File: src/rtl/hamming_arbiter.sv
// hamming_arbiter: round-robin front end that shares one hamming_decoder
// among NUM_REQ requesters and keeps saturating error statistics.
//
// Optional feature macro: HAMMING_ARB_TIMEOUT_EN
//   defined   -> WAIT aborts after TIMEOUT_CYCLES cycles without dec_done,
//                answering with rsp_timeout=1 and a zeroed payload.
//   undefined -> no timeout logic, rsp_timeout tied low, WAIT blocks forever.
//
// Ports:
//   clk, rst                  clock, synchronous active-high reset
//   req_valid[NUM_REQ]        per-requester request level
//   req_data[32*NUM_REQ]      requester i codeword at [32i+31:32i]
//   req_ready[NUM_REQ]        one-hot accept pulse
//   rsp_valid[NUM_REQ]        one-hot result pulse to the owning requester
//   rsp_data[26], rsp_single, rsp_double, rsp_timeout
//                             last result, qualified only by rsp_valid
//   dec_start, dec_data[32]   request to the shared decoder
//   dec_decoded[26], dec_single, dec_double, dec_done
//                             decoder results
//   err_single_cnt, err_double_cnt [CNT_W]  saturating error counters
//   busy                      high whenever the FSM is not idle
//
// state | meaning
// ------+-------------------------------------------------------------
// IDLE  | looking for a request, round-robin from rr_ptr
// ISSUE | one-cycle dec_start with the latched codeword
// WAIT  | waiting for dec_done (or timeout when enabled)
// RESP  | one-cycle rsp_valid to the granted requester, update stats
module hamming_arbiter #(
  parameter int NUM_REQ        = 4,
  parameter int CNT_W          = 16,
  parameter int TIMEOUT_CYCLES = 64
) (
  input  logic                   clk,
  input  logic                   rst,
  input  logic [NUM_REQ-1:0]     req_valid,
  input  logic [32*NUM_REQ-1:0]  req_data,
  output logic [NUM_REQ-1:0]     req_ready,
  output logic [NUM_REQ-1:0]     rsp_valid,
  output logic [25:0]            rsp_data,
  output logic                   rsp_single,
  output logic                   rsp_double,
  output logic                   rsp_timeout,
  output logic                   dec_start,
  output logic [31:0]            dec_data,
  input  logic [25:0]            dec_decoded,
  input  logic                   dec_single,
  input  logic                   dec_double,
  input  logic                   dec_done,
  output logic [CNT_W-1:0]       err_single_cnt,
  output logic [CNT_W-1:0]       err_double_cnt,
  output logic                   busy
);

  localparam int IDX_W = (NUM_REQ > 1) ? $clog2(NUM_REQ) : 1;

  typedef enum logic [1:0] {S_IDLE, S_ISSUE, S_WAIT, S_RESP} state_t;

  state_t           state_q, state_d;
  logic [IDX_W-1:0] rr_ptr;
  logic [IDX_W-1:0] gnt_q;
  logic [IDX_W-1:0] grant_idx;
  logic [IDX_W-1:0] cand;
  logic             grant_found;
  logic             tmo_expired;

  // Rotating priority search; wraps naturally because NUM_REQ is a power of two.
  always_comb begin
    grant_found = 1'b0;
    grant_idx   = '0;
    cand        = '0;
    for (int i = 0; i < NUM_REQ; i++) begin
      cand = rr_ptr + IDX_W'(i);
      if (!grant_found && req_valid[cand]) begin
        grant_found = 1'b1;
        grant_idx   = cand;
      end
    end
  end

  always_comb begin
    state_d   = state_q;
    req_ready = '0;
    rsp_valid = '0;
    dec_start = 1'b0;
    case (state_q)
      S_IDLE: begin
        if (grant_found) begin
          req_ready[grant_idx] = 1'b1;
          state_d              = S_ISSUE;
        end
      end
      S_ISSUE: begin
        dec_start = 1'b1;
        state_d   = S_WAIT;
      end
      S_WAIT: begin
        if (dec_done || tmo_expired) state_d = S_RESP;
      end
      S_RESP: begin
        rsp_valid[gnt_q] = 1'b1;
        state_d          = S_IDLE;
      end
      default: state_d = S_IDLE;
    endcase
  end

  assign busy = (state_q != S_IDLE);

  always_ff @(posedge clk) begin
    if (rst) begin
      state_q        <= S_IDLE;
      rr_ptr         <= '0;
      gnt_q          <= '0;
      dec_data       <= '0;
      rsp_data       <= '0;
      rsp_single     <= 1'b0;
      rsp_double     <= 1'b0;
      err_single_cnt <= '0;
      err_double_cnt <= '0;
    end else begin
      state_q <= state_d;
      case (state_q)
        S_IDLE: begin
          if (grant_found) begin
            gnt_q    <= grant_idx;
            dec_data <= req_data[32*grant_idx +: 32];
          end
        end
        S_WAIT: begin
          if (dec_done) begin
            rsp_data   <= dec_decoded;
            // A double error dominates: never report both flags.
            rsp_single <= dec_single & ~dec_double;
            rsp_double <= dec_double;
          end else if (tmo_expired) begin
            rsp_data   <= '0;
            rsp_single <= 1'b0;
            rsp_double <= 1'b0;
          end
        end
        S_RESP: begin
          rr_ptr <= gnt_q + IDX_W'(1);
          if (rsp_single && (err_single_cnt != '1))
            err_single_cnt <= err_single_cnt + CNT_W'(1);
          if (rsp_double && (err_double_cnt != '1))
            err_double_cnt <= err_double_cnt + CNT_W'(1);
        end
        default: ;
      endcase
    end
  end

`ifdef HAMMING_ARB_TIMEOUT_EN
  localparam int TMO_W = (TIMEOUT_CYCLES > 1) ? $clog2(TIMEOUT_CYCLES) : 1;

  logic [TMO_W-1:0] tmo_cnt;
  logic             tmo_q;

  // Loaded in ISSUE so the terminal count is hit on the last allowed WAIT cycle.
  always_ff @(posedge clk) begin
    if (rst) begin
      tmo_cnt <= '0;
      tmo_q   <= 1'b0;
    end else begin
      if (state_q == S_ISSUE)
        tmo_cnt <= TMO_W'(TIMEOUT_CYCLES - 1);
      else if ((state_q == S_WAIT) && (tmo_cnt != '0))
        tmo_cnt <= tmo_cnt - TMO_W'(1);
      if ((state_q == S_WAIT) && dec_done)
        tmo_q <= 1'b0;
      else if (tmo_expired)
        tmo_q <= 1'b1;
    end
  end

  assign tmo_expired = (state_q == S_WAIT) && !dec_done && (tmo_cnt == '0);
  assign rsp_timeout = tmo_q;
`else
  assign tmo_expired = 1'b0;
  assign rsp_timeout = 1'b0;
`endif

endmodule

File: config.mk
export PLATFORM = sky130hd
export DESIGN_NAME = hamming_arbiter
export DESIGN_NICKNAME = d
export VERILOG_FILES = /design/src/rtl/hamming_arbiter.sv
export SDC_FILE = /design/constraint.sdc
export NUM_CORES = 1
export LEC_CHECK = 0
export BUFFER_PORTS_ARGS = -buffer_cell sky130_fd_sc_hd__buf_2
export CAP_MARGIN = 40
export CORE_MARGIN = 1.5
export CORE_UTILIZATION = 50
export DETAILED_ROUTE_END_ITERATION = 12
export GPL_TIMING_DRIVEN = 0
export PLACE_DENSITY = 0.95
export SYNTH_ARGS = -nofsm -noshare
export SYNTH_HDL_FRONTEND = slang
export SYNTH_SLANG_ARGS = --single-unit
File: constraint.sdc
create_clock -name clk -period 4.8 [get_ports clk]
set_input_delay 0.24 -clock clk [delete_from_list [all_inputs] [get_ports clk]]
set_output_delay 0.24 -clock clk [all_outputs]
set_load 0.02 [all_outputs]
==> metrics.md <==
| Metric | Value |
|---|---|
| Vias in the first global route | 5745 |
| Summed negative setup slack over all endpoints | 0 ps |
| Library cells used by synthesis | 46 |
| Worst setup path startpoint | rr_ptr[1] |
| Cell repeated most along the worst path | sky130_fd_sc_hd__buf_2 |
| Core box area | 10750 µm² |
| Insertion delay to the later sink of the worst-skew pair | 380 ps |
| Overall die width | 107.6 µm |
| Nets in the synthesized netlist | 866 |
| Count of flip-flops with a built-in enable after synthesis | 0 |
| Met1 demand-to-capacity share in global routing | 0.3279 |
| Residual overflow from global routing | 0 |
| Ratio of cells with drive above 1 in the final layout | 0.3474 |
| IR drop worst, VDD | 214.8 µV |
| Most common flop cell mapped by yosys | sky130_fd_sc_hd__dfxtp_1 |
| Vertical extent of the die | 107.6 µm |
| Final Setup Violations | 0 |
| Static leakage | 3.402 nW |
| Rel. slew slack | 0.5487 |
| Gate count after technology mapping | 693 |
| Most common cell in the netlist | sky130_fd_sc_hd__nand2_1 |
| Slowest stage delay, CP | 420 ps |
| Most frequent cells after synthesis | sky130_fd_sc_hd__nand2_1, sky130_fd_sc_hd__dfxtp_1, sky130_fd_sc_hd__a21boi_0, sky130_fd_sc_hd__and3_1 |
| Area share of the largest cell type after synthesis | 0.3583 |
| Drt pass-1 iters | 4 |
| Crit path arrival time | 2240 ps |
| Largest net degree at the start of global routing | 20 |
| Standard-cell rows | 38 |
| Area of the die | 11590 µm² |
| Clk slew on worst S/H paths | 120 ps |
| Setup repair after global routing missed its margin | false |
| Post-detailed-route DRC marker count | 0 |
| Number of fillers in the final layout | 929 |
| Routed len/inst | 15.91 µm |
| Max-slew violation total from the final report | 0 |
| Deepest level of the CTS H-tree | 3 |
| I/O pin count | 266 |
| Crit path capture type | primary output |
| Max_cap viols | 0 |
| Net total in the final layout | 1141 |
| Count of nets left with antenna violations after detail routing | 0 |
| Antenna violations before repair | 3 |
| Starting density of the core | 0.5095 |
| Crit Reg-Reg Startpoint | state_q[1] |
| Reg2reg path depth | 8 |
| Number of buffers created by CTS | 9 |
| Outcome | complete, no violations |
| CTS Root Buffer Type | sky130_fd_sc_hd__clkbuf_8 |
| Crit share post-route | 0.5163 |
| Weighted congestion at the end of routability-driven global placement | 0.9253 |
| Sequential area share after synthesis | 0.3583 |
| TritonCTS clock tree | built |
| Largest cells by area after synthesis | sky130_fd_sc_hd__dfxtp_1, sky130_fd_sc_hd__a21boi_0, sky130_fd_sc_hd__and3_1, sky130_fd_sc_hd__nand2_1, sky130_fd_sc_hd__o21ai_2 |
| Smallest hold slack | 80.73 ps |
| Count of port buffers added during placement | 264 |
| Required arrival time at the worst endpoint | 4560 ps |
| Critical path class | flip-flop to primary output |
| Layout area overhead | 31.40% |
| Cell chain of the critical path | nand2b_1, a21o_1, buf_2, clkbuf_1, nand2_1, nor3_1, buf_2 |
| Max FO, Critical Path | 10 |
| Slew of the pin with the lowest slew margin | 671.7 ps |
| Reg-to-Reg End | dec_data[12] |
| Detailed-placement wirelength estimate | 13880 µm |
| Maximum root-to-sink buffer count | 2 |
| Detailed Route Iter0 Violations | 462 |
| Clock Skew | 20.77 ps |
| Total of flip-flops plus latches after synthesis | 98 |
| Ys async rst share | 0 |
| Hold WC Path Type | primary input to flip-flop |
| Global-route wire length before repair | 27560 µm |
| Power density normalized to cell area | 358.3 nW/µm² |
| # resized after CTS | 0 |
| Timing-limited maximum frequency | 403.5 MHz |
| Count of warnings emitted by yosys | 0 |
| Global routing met2 resource utilization | 0.5560 |
| Gr usage total | 0.3000 |
| Final critical-path required period | 2478 ps |
| Hold Buf Count CTS | 0 |
| Post-CTS setup buffers | 0 |
| Final hold violation count | 0 |
| Capturing instance or port of the critical path | req_ready[3] |
| Slowest stage cell on the critical path | sky130_fd_sc_hd__dfxtp_1 |
| Clk sinks | 98 |
| Met3 track demand over resource in global routing | 0.06477 |
| Crit start category | flip-flop |
| Routed vias/inst | 5.483 |
| Overall routed net length | 17720 µm |
| Average size of a mapped cell | 7.901 µm² |
| Cell taking the most area after synthesis | sky130_fd_sc_hd__dfxtp_1 |
| Most used routing layer | met2 |
| Total number of vias | 6108 |
| Internal reg-to-reg setup slack | 2670 ps |
| Synth Cell Area | 5475 µm² |
[cell type report]
class | instances | area, µm² | area share
multi-input combinational | 530 | 3221 | 0.4477
inverter | 11 | 41.29 | 0.005739
tap | 140 | 175.2 | 0.02435
clock inverter | 7 | 96.34 | 0.01339
sequential | 98 | 1962 | 0.2727
buffer | 54 | 251.5 | 0.03496
antenna | 1 | 2.502 | 0.0003478
clock buffer | 9 | 123.9 | 0.01722
timing repair buffer | 264 | 1321 | 0.1837
[where the power goes]
group          total [W]  switching [W]  internal (W)
logic           0.000970       0.000613      0.000357
registers        0.00101      0.0000696      0.000938
clock network   0.000600       0.000343      0.000258
[state kept, by name (all words and copies together), names as in the netlist, 2 cells and up]
| name | count |
|---|---|
| dec_data | 32 |
| err_double_cnt | 16 |
| err_single_cnt | 16 |
| gnt_q | 2 |
| rr_ptr | 2 |
| rsp_data | 26 |
| state_q | 2 |
[stage by stage]
step / cells / power, W / worst slack (ps) / instance area [µm²] / util
floorplan: 693 / 0.001646 / 2923 / 5475 / -
global placement: 1097 / 0.001965 / 2693 / 6972 / 0.6488
detailed placement: 1097 / 0.001987 / 2677 / 6972 / 0.6488
CTS: 1113 / 0.002585 / 2279 / 7192 / 0.6693
global route: 1114 / 0.002717 / 2114 / 7194 / 0.6695
finish: 1114 / 0.002578 / 2322 / 7194 / 0.6695
[metal layers]
layer,vias up,part of all wire,wire length (µm)
met5,-,0.00068,12
met4,2,0.031,545
met3,50,0.080,1424
met2,296,0.51,9033
met1,2806,0.38,6707
li1,2954,-,-
[worst min-delay path by stage]
stage	depth (start not counted)	slack [ps]	end	start
after floorplan	2	380	rsp_data[0]	dec_decoded[0]
after global placement	2	440	rsp_data[20]	rsp_data[20]
after detailed placement	2	440	rsp_data[20]	rsp_data[20]
after CTS	3	70	rsp_data[25]	dec_decoded[25]
after global routing	3	80	rsp_data[8]	dec_decoded[8]
final	3	80	rsp_data[18]	dec_decoded[18]
[kinds of logic (layout without fill, tap and decap cells)]
group | Yosys count | count (layout) | share of synthesized area
fa+ha+maj | 10 | 10 | 0.02285
compound gates | 178 | 178 | 0.2265
other cells | 1 | 2 | 0.0006849
buf+inv | 65 | 345 | 0.05347
xor+xnor | 27 | 27 | 0.04319
flops | 98 | 98 | 0.3583
mux | 5 | 5 | 0.009141
simple gates | 309 | 309 | 0.2859
[cells in the final DEF, fill, tap and decap left out, types with 12 or more instances in the layout]
cell type / n
sky130_fd_sc_hd__buf_2: 273
sky130_fd_sc_hd__nand2_1: 100
sky130_fd_sc_hd__dfxtp_1: 98
sky130_fd_sc_hd__and3_1: 65
sky130_fd_sc_hd__a21boi_0: 65
sky130_fd_sc_hd__nor2_1: 42
sky130_fd_sc_hd__nand3_1: 42
sky130_fd_sc_hd__clkbuf_1: 39
sky130_fd_sc_hd__a21oi_1: 36
sky130_fd_sc_hd__o21ai_2: 30
sky130_fd_sc_hd__o21ai_0: 25
sky130_fd_sc_hd__xnor2_1: 17
sky130_fd_sc_hd__nor3_1: 14
sky130_fd_sc_hd__o21ai_1: 12
[worst max-delay path: cells and delay by family (launching register included)]
kind / cells / cell delay (ps)
AOI/OAI and AO/OA: 1 / 210
buffers and inverters: 3 / 860
DFF: 1 / 420
and+or+nand+nor: 3 / 390
No activity file was read; power rests on OpenSTA's default activity.
